--- config.mk ---
export PLATFORM = sky130hd
export DESIGN_NAME = rep3_serial_tx_flat
export DESIGN_NICKNAME = d
export VERILOG_FILES = /design/src/rtl/rep3_serial_tx_if.sv /design/src/rtl/rep3_serial_tx.sv /design/src/flat_wrapper.sv
export SDC_FILE = /design/constraint.sdc
export NUM_CORES = 1
export LEC_CHECK = 0
export CAP_MARGIN = 20
export CORE_UTILIZATION = 53
export CTS_CLUSTER_SIZE = 24
export DETAILED_ROUTE_END_ITERATION = 12
export GPL_ROUTABILITY_DRIVEN = 0
export PLACE_DENSITY_LB_ADDON = 0.3
export SLEW_MARGIN = 20
export SYNTH_ARGS = -nofsm -noshare
export SYNTH_HDL_FRONTEND = slang
export SYNTH_SLANG_ARGS = --single-unit
--- constraint.sdc ---
create_clock -name clk -period 2.7 [get_ports clk]
set_input_delay 0.54 -clock clk [delete_from_list [all_inputs] [get_ports clk]]
set_output_delay 0.54 -clock clk [all_outputs]
set_load 0.005 [all_outputs]
--- src/rtl/rep3_serial_tx_if.sv ---
// rep3_serial_tx_if: valid/ready word handshake between data source and transmitter
interface rep3_serial_tx_if #(
  parameter int DATA_W = 8
);
  logic [DATA_W-1:0] din;
  logic din_valid;
  logic din_ready;
  modport master(output din, din_valid, input din_ready);
  modport slave(input din, din_valid, output din_ready);
endinterface

--- src/rtl/rep3_serial_tx.sv ---
// rep3_serial_tx: framed LSB-first serializer holding each frame bit for REP cycles
module rep3_serial_tx #(
  parameter int DATA_W = 8,
  parameter int REP = 3
) (
  input  logic clk,
  input  logic rst_n,
  rep3_serial_tx_if.slave bus,
  output logic tx,
  output logic busy,
  output logic done
);
  localparam int RW = REP > 1 ? $clog2(REP) : 1;
  localparam int BW = $clog2(DATA_W + 1);
  typedef enum logic [1:0] {IDLE, START, DATA, STOP} state_t;
  state_t state, state_n;
  logic [DATA_W-1:0] shift, shift_n;
  logic [RW-1:0] rep_cnt, rep_n;
  logic [BW-1:0] bit_cnt, bit_n;
  logic tx_n, rep_last, bit_last;
  assign rep_last = rep_cnt == RW'(REP - 1);
  assign bit_last = bit_cnt == BW'(DATA_W - 1);
  assign busy = state != IDLE;
  assign done = state == STOP && rep_last;
  assign bus.din_ready = state == IDLE;
  always_comb begin
    state_n = state;
    shift_n = shift;
    bit_n = bit_cnt;
    rep_n = (state == IDLE || rep_last) ? '0 : rep_cnt + 1'b1;
    case (state)
      IDLE: if (bus.din_valid) begin
        state_n = START;
        shift_n = bus.din;
        bit_n = '0;
      end
      START: state_n = rep_last ? DATA : START;
      DATA: if (rep_last) begin
        shift_n = shift >> 1;
        bit_n = bit_last ? '0 : bit_cnt + 1'b1;
        state_n = bit_last ? STOP : DATA;
      end
      default: state_n = rep_last ? IDLE : STOP;
    endcase
    // tx is registered from next-state so it lines up with the state it encodes
    tx_n = state_n == START ? 1'b0 : state_n == DATA ? shift_n[0] : 1'b1;
  end
  always_ff @(posedge clk or negedge rst_n) begin
    if (!rst_n) begin
      state <= IDLE;
      shift <= '0;
      rep_cnt <= '0;
      bit_cnt <= '0;
      tx <= 1'b1;
    end else begin
      state <= state_n;
      shift <= shift_n;
      rep_cnt <= rep_n;
      bit_cnt <= bit_n;
      tx <= tx_n;
    end
  end
endmodule

--- src/flat_wrapper.sv ---
// flat-port wrapper written by rule: the top's interface ports become plain ports
module rep3_serial_tx_flat 
#(
  parameter int DATA_W = 8,
  parameter int REP = 3
)
  (clk, rst_n, tx, busy, done, bus_din, bus_din_valid, bus_din_ready);
  rep3_serial_tx_if #(.DATA_W(DATA_W)) bus_i ();
  input  logic clk;
  input  logic rst_n;
  output logic tx;
  output logic busy;
  output logic done;
  input wire logic [$bits(bus_i.din)-1:0] bus_din;
  input wire logic [$bits(bus_i.din_valid)-1:0] bus_din_valid;
  output wire logic [$bits(bus_i.din_ready)-1:0] bus_din_ready;
  assign bus_i.din = bus_din;
  assign bus_i.din_valid = bus_din_valid;
  assign bus_din_ready = bus_i.din_ready;
  rep3_serial_tx #(.DATA_W(DATA_W), .REP(REP)) u_core (.clk(clk), .rst_n(rst_n), .bus(bus_i), .tx(tx), .busy(busy), .done(done));
endmodule
Word level (Yosys, flattened, before mapping) --
Index checks and enable logic that the tools add are counted.
Operators by class: multiply operators 0, reductions and logical operators 6, $lt $le $gt $ge 0, add/subtract/negate cells 2, mux-type cells 16, shifts and indexed selects 0, divide/modulo/power cells 0, bitwise logic cells 0, equality and inequality tests 9
Operators by type and width (count):
- $mux W8 | 2
- $pmux W8 S2 | 1
- $mux W4 | 3
- $mux W2 | 5
- $eq A2 B2 Y1 const B | 4
- $pmux W4 S2 | 1
- $pmux W2 S3 | 1
- $add A4 B1 Y4 const B | 1
- $eq A2 B1 Y1 const B | 2
- $eq A4 B3 Y1 const B | 1
- $reduce_bool A2 Y1 | 2
- $mux W1 | 3
- $reduce_and A3 Y1 | 1
- $add A2 B1 Y2 const B | 1
- $logic_not A2 Y1 | 1
- $ne A2 B1 Y1 const B | 1
- $ne A2 B2 Y1 const B | 1
- $logic_and A1 B1 Y1 | 1
- $logic_or A1 B1 Y1 | 1
Storage, ports and cells: memories 0, register bits after elaboration 17, ROM bits 0, latch bits 0, bits in writable memories 0

Longest topological paths before layout --
depth after elaboration 7, gate-level depth with buffers 7, mapped depth without buffers 6

Worst setup path before layout --
No wires, ideal clock.
kind flip-flop to flip-flop, from register u_core.rep_cnt[0], to register u_core.tx, setup slack 1.198 ns, data required time 2.623 ns, data arrival time 1.425 ns, stages on the path, launching flop included 8, path through dfrtp_1 -> inv_1 -> ha_1 -> and3b_1 -> buf_6 -> a221oi_2 -> a211oi_1 -> a31oi_1
Between the ends: word-level cells in the longest chain between the ends 6, elaborated cells on any way between the ends 11, classes of those cells eq/ne: 3; mux: 8
RTL lines:
- from (decl) | line rep3_serial_tx.sv:18 | logic [RW-1:0] rep_cnt, rep_n;
- from (signal assigned) | line rep3_serial_tx.sv:58 | rep_cnt <= rep_n;
- $eq A2 B2 Y1 * | line rep3_serial_tx.sv:21 | assign rep_last = rep_cnt == RW'(REP - 1);
- $mux W2 (on tied branches) | line rep3_serial_tx.sv:43, rep3_serial_tx.sv:37, rep3_serial_tx.sv:38
- $pmux W2 S3 | line rep3_serial_tx.sv:31 | case (state)
- $eq A2 B2 Y1 | line rep3_serial_tx.sv:46 | tx_n = state_n == START ? 1'b0 : state_n == DATA ? shift_n[0] : 1'b1;
- $mux W1 | line rep3_serial_tx.sv:46
- $mux W1 * | line rep3_serial_tx.sv:46
- net u_core.tx_n | line rep3_serial_tx.sv:20 | logic tx_n, rep_last, bit_last;
- to (signal assigned) | line rep3_serial_tx.sv:60 | tx <= tx_n;
- to (decl) | line rep3_serial_tx.sv:9 | output logic tx,
Mark *: on every way through the listed nets, which the timed path passes. The rest lies on a longest branch. The select of a mux whose other input is x is not followed. A chain may end at the register's enable or synchronous reset.

Worst setup path in the final report --
from register u_core.rep_cnt[0], to output done
Between the ends: word-level cells in the longest chain between the ends 2
RTL lines:
- $eq A2 B2 Y1 | line rep3_serial_tx.sv:21
- $logic_and A1 B1 Y1 | line rep3_serial_tx.sv:24 | assign done = state == STOP && rep_last;
- to (decl) | line flat_wrapper.sv:13 | output logic done;
Every way passes these cells.

==> metrics.txt <==
status completed; Lkg Pwr 0.455 nW; Crit Path Category flop to primary output; Peak Freq 441 MHz; CTS sink cnt 17; crit path DAT 1.73 ns; Vias/cell 6.10; R2R Path End u_core.tx; Post-Syn Instances 73; design area 967 µm²; die area 1700 µm²; nets 101; CP Capture Type primary output; syn_area_per_cell 11.2 µm²; CP Capture Point done; Clock Tree Root clkbuf_4; area grow syn2layout 18.7%; CTS tree done; CTS Buffer Depth 2; # setup viols final 0; Synth cell types 29; initial antenna violation count 0; FF+latch count, synth 17; first-pass GRT wire length 2370 µm; boundary pin count 15; Area after DPL 941 µm²; remaining global-route overflow 0; min-delay worst type flop to flop; Final Skew 0.00522 ns; sw power 0.358 mW; Die Y 41.2 µm; Starting Density 59.6%; DRC errors left 0; wire length per cell 14.7 µm; Critical Path Start u_core.rep_cnt[0]; vias 622; post-route ant nets 0; Slew Viols, Final 0; unrepaired setup endpoints after global routing false; most frequent cells in the layout dfrtp_1 (16), clkdlybuf4s50_1 (14), inv_1 (10), a222oi_1 (6); setup slack, reg-to-reg 0.90 ns; share of post-route cells with drive strength above 1 10.3%; floorplan core area 1370 µm²; antenna cells 0; sequential share of power 48.0%; internal power 0.626 mW; postcts setup bufs 0; crit path time final 2.27 ns; vias in the first global route 541; Die X 41.2 µm; hold depth 1; Fin. Hold Viols 0; Total GRT Usage 22.2%; post_cts resized 0; CTS Hold Bufs 0; worst endpoint required time 2.16 ns; Ys Warns 0; maxcap violations 0; WHS 0.457 ns; largest net degree at the start of global routing 18; post-synthesis sequential area ratio 52.4%; mapped cell area 815 µm²; worst IR drop on VDD 655 µV; setup TNS 0 ns; PortBufs 14; Max FO, Critical Path 8; Worst-Margin Slew 0.701 ns; Worst-Skew Late Latency 0.28 ns; hpwl dp 1150 µm; Slew headroom 53.1%; Gate power share 38.7%; post-synth net total 86; fin crit share 84.0%; CP startpoint kind flop; 1st-pass router iterations 5; Pwr Density 1020 nW/µm²; Initial DRC Count 33; Sw Share 36.4%; Clock transition at path regs 0.09 ns; R2R Path Start u_core.rep_cnt[0]; Rows 13; Worst R2R Path Depth 6; DRT Wirelength 1500 µm; CTS Buf Count 3; H-tree depth 1; clock power share 13.4%; commonest non-fill, non-tap cell in the layout dfrtp_1
-- final cells by class --
class	instances	area [µm²]
inverter	10	37.5
clock buffer	4	26.3
fill	108	399
timing repair buffer	14	140
multi-input combinational	42	318
tap	15	18.8
sequential	17	427
-- Yosys cell counts --
cell	count	area share [%]
nand2b_1	2	1.5
a22o_1	1	1.1
dfrtp_1	16	49
or3b_2	1	1.1
a31oi_1	2	1.5
inv_1	10	4.6
and3_1	1	0.77
ha_1	2	3.1
o21bai_2	1	1.4
nor3_1	2	1.2
o21ai_0	3	1.8
xnor2_1	1	1.1
nor3b_2	1	1.5
nor2b_1	1	0.77
nor2_1	3	1.4
a222oi_1	6	7.4
buf_2	2	1.2
a221oi_2	1	1.8
or2_2	1	0.77
a2bb2oi_1	1	1.1
and3b_1	2	2.2
buf_6	2	2.8
nand2_1	3	1.4
a211oi_1	1	0.92
dfstp_2	1	3.2
a22oi_1	1	0.92
nand4_1	1	0.77
and2_1	1	0.77
o31ai_1	3	2.8
-- registers in the layout, indices dropped and copies added, names as in the netlist --
| name | count |
|---|---|
| u_core.bit_cnt | 4 |
| u_core.rep_cnt | 2 |
| u_core.shift | 8 |
| u_core.state | 2 |
| u_core.tx | 1 |
-- per-stage QoR --
step / utilization, % / std cells / total power, mW / worst slack (ns)
floorplan: - / 73 / 0.745 / 1.20
global placement: 68.9 / 98 / 0.832 / 0.742
detailed placement: 68.9 / 98 / 0.859 / 0.693
CTS: 70.8 / 102 / 0.990 / 0.420
global route: 70.8 / 102 / 1.07 / 0.322
finish: 70.8 / 102 / 0.984 / 0.433
-- layer usage --
metal	global-route usage [%]	wire, µm
met5	0	0
met4	4.84	11
met3	6.52	56
met2	35.5	777
met1	29.8	650
-- worst min-delay path by stage --
stage | startpoint | to | slack, ns
4_1_cts | u_core.rep_cnt[0] | u_core.rep_cnt[0] | 0.46
3_5_place_dp | u_core.rep_cnt[0] | u_core.rep_cnt[0] | 0.45
3_3_place_gp | u_core.rep_cnt[0] | u_core.rep_cnt[0] | 0.42
5_1_grt | u_core.rep_cnt[0] | u_core.rep_cnt[0] | 0.47
2_1_floorplan | rst_n | u_core.bit_cnt[0] | 0.24
6_report | u_core.rep_cnt[0] | u_core.rep_cnt[0] | 0.46
-- worst max-delay path, stage by stage (launching register included) --
cell             delay, ns
dfrtp_1               0.40
inv_1                 0.06
ha_1                  0.27
and3_1                0.21
clkdlybuf4s50_1       0.50
-- power by group through the flow --
stage	sequential [mW]	clock (mW)	combinational, mW
floorplan	0.420	0	0.325
global placement	0.465	0	0.367
detailed placement	0.474	0	0.385
CTS	0.469	0.136	0.385
global route	0.488	0.151	0.426
finish	0.472	0.132	0.380
-- cells by family after synthesis --
kind of cell               after synthesis  synth area share [%]
DFF                                     17                  52.4
AOI/OAI and AO/OA                       20                  20.7
and+or+nand+nor                         19                  14.1
buffers and inverters                   14                  8.60
adders and majority gates                2                  3.07
xor gates and xnor gates                 1                  1.08
No activity file was read; power rests on OpenSTA's default activity.
